## src/rtl/tablero_pkg.sv

```systemverilog
// Shared types and constants for the tic-tac-toe referee: game states,
// winning-line masks, board constants and the free-cell picker.
package tablero_pkg;

  typedef enum logic [3:0] {
    ST_IDLE    = 4'b0000,
    ST_INIT    = 4'b0001,
    ST_P1_TURN = 4'b0010,
    ST_P2_TURN = 4'b0011,
    ST_CHECK   = 4'b0100,
    ST_P1_WIN  = 4'b0101,
    ST_P2_WIN  = 4'b0110,
    ST_DRAW    = 4'b0111
  } state_e;

  // Index i is win_line bit i: rows, then columns, then the two diagonals.
  localparam logic [7:0][8:0] LINE_MASKS = {
    9'h054, 9'h111,
    9'h049, 9'h092, 9'h124,
    9'h007, 9'h038, 9'h1C0
  };

  localparam int unsigned TURN_CYCLES_DEFAULT = 750_000_000;
  localparam logic [8:0]  BOARD_FULL          = 9'h1FF;
  localparam int          TIMER_W             = 30;

  function automatic logic [8:0] highest_free(input logic [8:0] occ);
    logic [8:0] pick;
    pick = '0;
    for (int i = 0; i < 9; i++) begin
      if (!occ[i]) begin
        pick    = '0;
        pick[i] = 1'b1;
      end
    end
    return pick;
  endfunction

endpackage

```

## src/rtl/tablero_line_checker.sv

```systemverilog
// Combinational winning-line detector: one hit bit per line fully
// covered by the given player board.
module line_checker
  import tablero_pkg::*;
(
  input  logic [8:0] i_board,
  output logic [7:0] o_hits
);

  always_comb begin
    o_hits = '0;
    for (int i = 0; i < 8; i++) begin
      o_hits[i] = ((i_board & LINE_MASKS[i]) == LINE_MASKS[i]);
    end
  end

endmodule

```

## src/rtl/tablero_referee.sv

```systemverilog
// Tic-tac-toe referee: validates proposed occupancy matrices, records moves,
// detects wins/draws. Optional turn timer enabled by TURN_TIMEOUT_EN.
module tablero_referee
  import tablero_pkg::*;
#(
  parameter int unsigned TURN_CYCLES = TURN_CYCLES_DEFAULT
) (
  input  logic       clk,
  input  logic       rst,
  input  logic       start_n,
  input  logic       load,
  input  logic [8:0] matrix_in,
  output logic [3:0] current_state,
  output logic [8:0] occupied,
  output logic [8:0] p1_board,
  output logic [8:0] p2_board,
  output logic [7:0] win_line,
  output logic       accept,
  output logic       reject,
  output logic       timeout
);

  state_e     r_state, w_state_nxt;
  logic [8:0] r_p1, r_p2, w_p1_nxt, w_p2_nxt;
  logic [7:0] r_win_line, w_win_line_nxt;
  logic       r_last_player, w_last_player_nxt;
  logic       r_accept, r_reject, r_timeout;
  logic       w_accept_nxt, w_reject_nxt, w_timeout_nxt;

  logic [8:0] w_occupied, w_new, w_last_board;
  logic [7:0] w_hits;
  logic       w_valid, w_is_p2_turn, w_in_turn;

  assign w_occupied   = r_p1 | r_p2;
  assign w_new        = matrix_in & ~w_occupied;
  // A proposal must keep every occupied cell and add exactly one new one.
  assign w_valid      = load && (w_new != '0) && ((w_new & (w_new - 9'd1)) == '0)
                        && ((matrix_in & w_occupied) == w_occupied);
  assign w_is_p2_turn = (r_state == ST_P2_TURN);
  assign w_in_turn    = (r_state == ST_P1_TURN) || (r_state == ST_P2_TURN);
  assign w_last_board = r_last_player ? r_p2 : r_p1;

  line_checker u_line_checker (
    .i_board (w_last_board),
    .o_hits  (w_hits)
  );

`ifdef TURN_TIMEOUT_EN
  logic [TIMER_W-1:0] r_timer, w_timer_nxt;
  logic               w_expired;
  assign w_expired = (r_timer == TIMER_W'(TURN_CYCLES - 1));
`else
  logic w_unused_turn_cycles;
  assign w_unused_turn_cycles = ^TURN_CYCLES;
`endif

  // NOTE: every next-value signal gets a default before the case so no
  // path through the block can leave it unassigned and infer a latch.
  always_comb begin
    w_state_nxt       = r_state;
    w_p1_nxt          = r_p1;
    w_p2_nxt          = r_p2;
    w_win_line_nxt    = r_win_line;
    w_last_player_nxt = r_last_player;
    w_accept_nxt      = 1'b0;
    w_reject_nxt      = 1'b0;
    w_timeout_nxt     = 1'b0;
    unique case (r_state)
      ST_IDLE, ST_P1_WIN, ST_P2_WIN, ST_DRAW: begin
        if (!start_n) w_state_nxt = ST_INIT;
      end
      ST_INIT: begin
        w_p1_nxt          = '0;
        w_p2_nxt          = '0;
        w_win_line_nxt    = '0;
        w_last_player_nxt = 1'b0;
        w_state_nxt       = ST_P1_TURN;
      end
      ST_P1_TURN, ST_P2_TURN: begin
        if (w_valid) begin
          if (w_is_p2_turn) w_p2_nxt = r_p2 | w_new;
          else              w_p1_nxt = r_p1 | w_new;
          w_accept_nxt      = 1'b1;
          w_last_player_nxt = w_is_p2_turn;
          w_state_nxt       = ST_CHECK;
        end
`ifdef TURN_TIMEOUT_EN
        else if (w_expired) begin
          if (w_is_p2_turn) w_p2_nxt = r_p2 | highest_free(w_occupied);
          else              w_p1_nxt = r_p1 | highest_free(w_occupied);
          w_timeout_nxt     = 1'b1;
          w_last_player_nxt = w_is_p2_turn;
          w_state_nxt       = ST_CHECK;
        end
`endif
        else if (load) begin
          w_reject_nxt = 1'b1;
        end
      end
      ST_CHECK: begin
        if (w_hits != '0) begin
          w_win_line_nxt = w_hits;
          w_state_nxt    = r_last_player ? ST_P2_WIN : ST_P1_WIN;
        end else if (w_occupied == BOARD_FULL) begin
          w_state_nxt = ST_DRAW;
        end else begin
          w_state_nxt = r_last_player ? ST_P1_TURN : ST_P2_TURN;
        end
      end
      default: w_state_nxt = ST_IDLE;
    endcase
  end

`ifdef TURN_TIMEOUT_EN
  // Counts only while staying in a turn state; any entry starts from zero.
  always_comb begin
    w_timer_nxt = '0;
    if (w_in_turn && (w_state_nxt == r_state)) w_timer_nxt = r_timer + 1'b1;
  end

  always_ff @(posedge clk) begin
    if (rst) r_timer <= '0;
    else     r_timer <= w_timer_nxt;
  end
`endif

  // NOTE: sequential state uses non-blocking assignments so every register
  // samples the pre-edge values regardless of statement order.
  always_ff @(posedge clk) begin
    if (rst) begin
      r_state       <= ST_IDLE;
      r_p1          <= '0;
      r_p2          <= '0;
      r_win_line    <= '0;
      r_last_player <= 1'b0;
      r_accept      <= 1'b0;
      r_reject      <= 1'b0;
      r_timeout     <= 1'b0;
    end else begin
      r_state       <= w_state_nxt;
      r_p1          <= w_p1_nxt;
      r_p2          <= w_p2_nxt;
      r_win_line    <= w_win_line_nxt;
      r_last_player <= w_last_player_nxt;
      r_accept      <= w_accept_nxt;
      r_reject      <= w_reject_nxt;
      r_timeout     <= w_timeout_nxt;
    end
  end

  assign current_state = r_state;
  assign occupied      = w_occupied;
  assign p1_board      = r_p1;
  assign p2_board      = r_p2;
  assign win_line      = r_win_line;
  assign accept        = r_accept;
  assign reject        = r_reject;
  assign timeout       = r_timeout;

endmodule

```

## config.mk

```make
export PLATFORM = sky130hd
export DESIGN_NAME = tablero_referee
export DESIGN_NICKNAME = d
export VERILOG_FILES = /design/src/rtl/tablero_pkg.sv /design/src/rtl/tablero_line_checker.sv /design/src/rtl/tablero_referee.sv
export SDC_FILE = /design/constraint.sdc
export NUM_CORES = 1
export LEC_CHECK = 0
export BUFFER_PORTS_ARGS = -buffer_cell sky130_fd_sc_hd__buf_2
export CORE_ASPECT_RATIO = 1.1
export CORE_MARGIN = 5
export CORE_UTILIZATION = 45
export CTS_CLUSTER_SIZE = 30
export DETAILED_ROUTE_END_ITERATION = 10
export HOLD_SLACK_MARGIN = 0.05
export PLACE_DENSITY = 0.75
export SKIP_LAST_GASP = 1
export SYNTH_ARGS = -nofsm -noshare
export SYNTH_HDL_FRONTEND = slang
export SYNTH_SLANG_ARGS = --single-unit
```

## constraint.sdc

```tcl
create_clock -name clk -period 1.8 [get_ports clk]
set_input_delay 0.18 -clock clk [delete_from_list [all_inputs] [get_ports clk]]
set_output_delay 0.18 -clock clk [all_outputs]
set_load 0.01 [all_outputs]
```

==> flow_summary.ini, run 1 <==
[placement]
place_inst = 356
io_buffers = 52
dp_hpwl_um = 4490
place_congestion = 0.899
place_area_sq_mm = 0.00247

[routing]
dr.first_iter.drc_count = 211
vias = 2112
postRouteAntennaNets = 0
drc_errors = 0
routed_wl_um = 6020
wl_per_cell_um = 16.4
avgViaCountPerCell = 5.74
dr.pass1.iters = 5

[logic_synthesis]
synthCells = 210
avgSynthCellArea_sq_um = 8.19
synthArstFlopShare = 0
ys_ff_latch = 32
synthFlopType = dfxtp_1
ys_types = 41
synth_edf_count = 0
ys_warn_count = 0
ys_seq_area_frac = 0.372
mappedNetlistArea_sq_mm = 0.00172

[critical_path]
startpoint = p1_board[6]
cp_max_fo = 10
ff2ff_path_depth = 8
cp.arrival_ns = 2.20
critical_path_class = register to register
cp-endpoint = p1_board[5]
startpoint_type = register
critPathCaptureType = register
rr_startpoint = p1_board[6]
reg2reg_to = p1_board[5]
cp_data_required_time_ns = 2.03
r2r_slack_ns = -0.17

[timing]
rsz0062_at_grt = yes
fin_crit_sh = 1.09
setup_viol = 29
fmax_mhz = 509
hold_violations = 0
clock_skew_ns = 0.00837
drv_slew = 0
setup_tns_ns = -2.72
min_period_ns = 1.97
setup_ws_ns = -0.166

[global_routing]
grt_max_degree = 15
grt_pass1_wl_um = 9340
grt_overflow = 0
gr-usage-all-layers = 0.246
met3_usage = 0.0463
met1_usage = 0.311
grt_antenna_before_repair = 0
busiest_layer = met2
grt_pass1_vias = 1985
grt_util_met2 = 0.409

[die]
die_w_um = 69.0
start_util = 0.467
die-area_sq_mm = 0.00516
io_pins = 55
core_sq_mm = 0.00368
rows = 23
die_h_um = 74.9

[run]
cap_viol_max_count = 0

[layout]
layout.cells.non_filler = 368
drive_gt1_frac = 0.509
nNetsFinal = 330
n_fill_cell = 290
area_delta_synth_final_pct = 56.9
diodes = 0
layout_commonest_cell = buf_4
fin_area_sq_mm = 0.00270
final_cell_mix = buf_4 (56), buf_2 (52), a22o_1 (23), nor2_1 (21), dfxtp_1 (21)

[clock_tree]
path_clk_slew_ns = 0.07
clock_sinks = 32
cts_root_buffer = clkbuf_8
clock_path_buffers = 2
cts_tree = built
clkLatencyLatePin_ns = 0.29
numCtsBuffers = 5
h-tree-depth = 2

[power]
p_leak_uw = 0.00140
peakVddDrop_v = 0.000702
finalPower_uw = 2000
p_per_area_mw_per_mm2 = 742

[outcome]
violations = negative setup slack
status = complete, but fails checks

[worst_hold_path]
min-delay-start = rst
min_path_type = primary input to register
power breakdown:
group          total, uW  internal (uW)  switching [uW]
clock network        576            312             264
registers            772            737            35.3
logic                654            273             381
logic make-up (layout without fill, tap and decap cells):
group / count (synthesis) / count (layout) / share of synthesized area
and+or+nand+nor: 82 / 83 / 0.247
DFF: 32 / 32 / 0.372
muxes: 5 / 5 / 0.0313
xor gates and xnor gates: 2 / 2 / 0.0102
other: 1 / 2 / 0.00218
buffers and inverters: 24 / 130 / 0.0596
AOI/OAI and AO/OA: 64 / 64 / 0.277
cell type report:
class / instances / area (sq um) / share of cell area
multi-input cells: 156 / 1140 / 0.421
clock buffers: 8 / 90.1 / 0.0334
repair buffers: 109 / 701 / 0.260
inverters: 13 / 48.8 / 0.0181
well taps: 50 / 62.6 / 0.0232
flip-flops and latches: 32 / 659 / 0.244
stage by stage:
| step | hold WS [ns] | util | setup WS, ns |
|---|---|---|---|
| 2_1_floorplan | 0.344 | - | 0.00546 |
| 3_3_place_gp | 0.458 | 0.670 | -0.138 |
| 3_5_place_dp | 0.462 | 0.670 | -0.217 |
| 4_1_cts | 0.168 | 0.727 | -0.0774 |
| 5_1_grt | 0.178 | 0.733 | -0.236 |
| 6_report | 0.177 | 0.733 | -0.166 |
per-layer routing:
metal	vias to the layer above	share of wire	wire length, um
met5	-	0	0
met4	0	0.016	98
met1	1006	0.41	2450
li1	994	-	-
met3	11	0.076	455
met2	101	0.50	3010
Yosys cell counts, types with 2 or more instances:
cell,instances,area share
a21o_1,2,0.0087
a21oi_1,6,0.017
a22o_1,23,0.12
a22oi_1,2,0.0087
a31oi_1,3,0.011
a32o_1,4,0.023
a32oi_1,2,0.010
and2_1,3,0.011
and3_1,6,0.022
buf_2,4,0.012
buf_4,2,0.0087
clkbuf_1,4,0.0087
dfxtp_1,32,0.37
inv_1,13,0.028
mux2_2,3,0.020
mux2i_1,2,0.012
nand2_1,16,0.035
nand3_1,5,0.015
nand4_1,6,0.022
nor2_1,25,0.055
nor2b_1,5,0.018
nor3_1,4,0.012
nor3b_1,4,0.017
nor4_1,4,0.015
o21ai_0,11,0.032
o22ai_1,4,0.015
state kept, by name (all words and copies together), names as in the netlist:
| name | count |
|---|---|
| current_state | 3 |
| r_last_player | 1 |
| accept | 1 |
| p2_board | 9 |
| win_line | 8 |
| p1_board | 9 |
| reject | 1 |
worst max-delay path, stage by stage (launching register included):
cell	delay, ns
dfxtp_4	0.36
nor3b_4	0.28
xor2_1	0.21
mux2i_1	0.09
mux2i_1	0.17
and4b_2	0.28
nor3b_4	0.24
buf_12	0.16
a22o_1	0.12
how the worst min path moves through the flow:
stage | endpoint | slack (ns) | cells after the start
6_report | win_line[6] | 0.18 | 2
5_1_grt | reject | 0.18 | 2
4_1_cts | win_line[6] | 0.17 | 2
3_5_place_dp | win_line[0] | 0.46 | 1
3_3_place_gp | win_line[0] | 0.46 | 1
2_1_floorplan | reject | 0.34 | 1
what timing repair did:
item	4_1_cts	5_1_grt
cloned	0	1
setup endpoints to repair	32	32
gates resized for setup	32	8
buffers inserted	2	2
hold buffers	0	0
pin swaps	11	7
(Power assumes the default switching activity.)
==> run 2, diff against run 1 <==
--- a/config.mk
+++ b/config.mk
@@ -6,13 +6,14 @@
 export NUM_CORES = 1
 export LEC_CHECK = 0
 export BUFFER_PORTS_ARGS = -buffer_cell sky130_fd_sc_hd__buf_2
-export CORE_ASPECT_RATIO = 1.1
+export CORE_ASPECT_RATIO = 0.75
 export CORE_MARGIN = 5
 export CORE_UTILIZATION = 45
 export CTS_CLUSTER_SIZE = 30
 export DETAILED_ROUTE_END_ITERATION = 10
 export HOLD_SLACK_MARGIN = 0.05
 export PLACE_DENSITY = 0.75
+export SETUP_SLACK_MARGIN = 0.5
 export SKIP_LAST_GASP = 1
 export SYNTH_ARGS = -nofsm -noshare
 export SYNTH_HDL_FRONTEND = slang
==> run 2 against run 1 <==
Against the previous run: register-to-register slack got worse by 0.05 ns; highest routed layer unchanged; critical path depth increased by 1; the flow still finishes with violations (negative setup slack); sequential share of layout area decreased by 0.25 points; final cell count decreased by 0.27%; critical path type unchanged; sequential power decreased by 2%; largest power group unchanged.
==> flow_summary.ini, run 2 (synthesis results as in run 1) <==
[outcome]
status = complete, but fails checks
violations = negative setup slack

[global_routing]
gr-usage-all-layers = 0.260
grt_overflow = 0
grt_antenna_before_repair = 0
grt_max_degree = 17
grt_pass1_vias = 2097
grt_pass1_wl_um = 10400

[worst_hold_path]
min_path_type = primary input to register
holdPathEnd = win_line[6]
hold_path_depth = 2
min-delay-start = rst

[timing]
setup_ws_ns = -0.219
clock_skew_ns = 0.00683
fin_crit_sh = 1.12
fmax_mhz = 495
rsz0062_at_grt = yes
drv_slew = 0
hold_violations = 0
setup_viol = 32
min_period_ns = 2.02

[clock_tree]
clock_sinks = 32
numCtsBuffers = 5
h-tree-depth = 2
clkLatencyLatePin_ns = 0.29
path_clk_slew_ns = 0.07
clock_path_buffers = 2
cts_root_buffer = clkbuf_8
postCtsHoldBufs = 0
cts_tree = built

[critical_path]
startpoint_type = register
cp_data_required_time_ns = 2.03
cp_slowest_cell = dfxtp_4
r2r_slack_ns = -0.22
path_buf_inv = 2
cp.arrival_ns = 2.25
crit_chain = nor3b_4 > xor2_1 > mux2i_1 > mux2i_1 > and4b_1 > nor3b_4 > buf_4 > buf_16 > a22o_1
ff2ff_path_depth = 9
rr_startpoint = p1_board[6]
cp_max_fo = 5
slowest_delay_ns = 0.37
cp_top_family = simple AND/OR/NAND/NOR gates
reg2reg_to = p1_board[5]
critical_path_class = register to register
critPathCaptureType = register

[power]
seq_power_share = 0.356
internal-power_uw = 1410
p_per_area_mw_per_mm2 = 759
p_sw_uw = 712
sw_frac_of_total = 0.335
combPwrFrac = 0.320
p_clk_frac = 0.324
peakVddDrop_v = 0.000893
p_leak_uw = 0.00143

[placement]
dp_slack_ns = -0.149
dp_hpwl_um = 4380
place_area_sq_mm = 0.00242
place_congestion = 0.864
place_inst = 343
io_buffers = 52

[routing]
vias = 2157
drc_errors = 0
dr.pass1.iters = 5
routed_wl_um = 6610
wl_per_cell_um = 18.0
dr.first_iter.drc_count = 269
avgViaCountPerCell = 5.88
postRouteAntennaNets = 0

[die]
die_w_um = 81.4
die-area_sq_mm = 0.00517
start_util = 0.467
core_sq_mm = 0.00368
die_h_um = 63.5
io_pins = 55
rows = 19

[layout]
diodes = 0
layout_commonest_cell = buf_2
postLayoutCoreUtil = 0.760
drive_gt1_frac = 0.514
area_delta_synth_final_pct = 62.7
layout.cells.non_filler = 367
n_fill_cell = 263
final_cell_mix = buf_2 (50), buf_4 (43), a22o_1 (23), nor2_1 (19), nand2_1 (16)
nNetsFinal = 327
fin_area_sq_mm = 0.00280

[run]
cap_viol_max_count = 0
[run 2: area by class of cell]
cell class,instances,area [sq um],share of cell area
Multi-Input combinational cell,155,1140,0.406
Timing Repair Buffer,107,764,0.273
Sequential cell,32,677,0.242
Clock buffer,6,72.6,0.0259
Tap cell,52,65.1,0.0232
Inverter,13,48.8,0.0174
Clock inverter,2,35.0,0.0125
[run 2: worst max path at each step]
stage	end	slack, ns	cells after the start	from
after detailed placement	p1_board[0]	-0.15	8	p2_board[2]
after CTS	p1_board[3]	-0.14	9	p2_board[8]
after global placement	p1_board[0]	-0.10	8	p1_board[5]
final	p1_board[5]	-0.22	9	p1_board[6]
after floorplan	p1_board[0]	0.05	7	p1_board[6]
after global routing	p1_board[5]	-0.35	9	p1_board[6]
[run 2: power by group through the flow]
stage / logic, uW / clock network [uW] / registers [uW]
floorplan: 394 / 0 / 783
global placement: 612 / 0 / 768
detailed placement: 621 / 0 / 770
CTS: 650 / 693 / 753
global route: 745 / 728 / 759
finish: 679 / 689 / 757
[run 2: stage by stage]
stage	total power (uW)	setup TNS [ns]	hold slack [ns]
2_1_floorplan	1180	0	0.345
3_3_place_gp	1380	-1.47	0.468
3_5_place_dp	1390	-2.32	0.468
4_1_cts	2100	-2.34	0.166
5_1_grt	2230	-6.91	0.203
6_report	2130	-4.20	0.203
[run 2: layer usage]
metal | track usage | part of all wire | wire, um | up-vias
met5 | 0 | 0 | 0 | -
met4 | 0.0970 | 0.024 | 161 | 0
met3 | 0.0655 | 0.093 | 612 | 19
met2 | 0.395 | 0.45 | 2980 | 120
met1 | 0.349 | 0.43 | 2860 | 1026
li1 | - | - | - | 992
[run 2: timing repair]
item                       4_1_cts  5_1_grt
cloned                           1        0
pin swaps                       11        4
gates resized for setup         20       16
setup endpoints to repair       33       37
buffers inserted                12        3
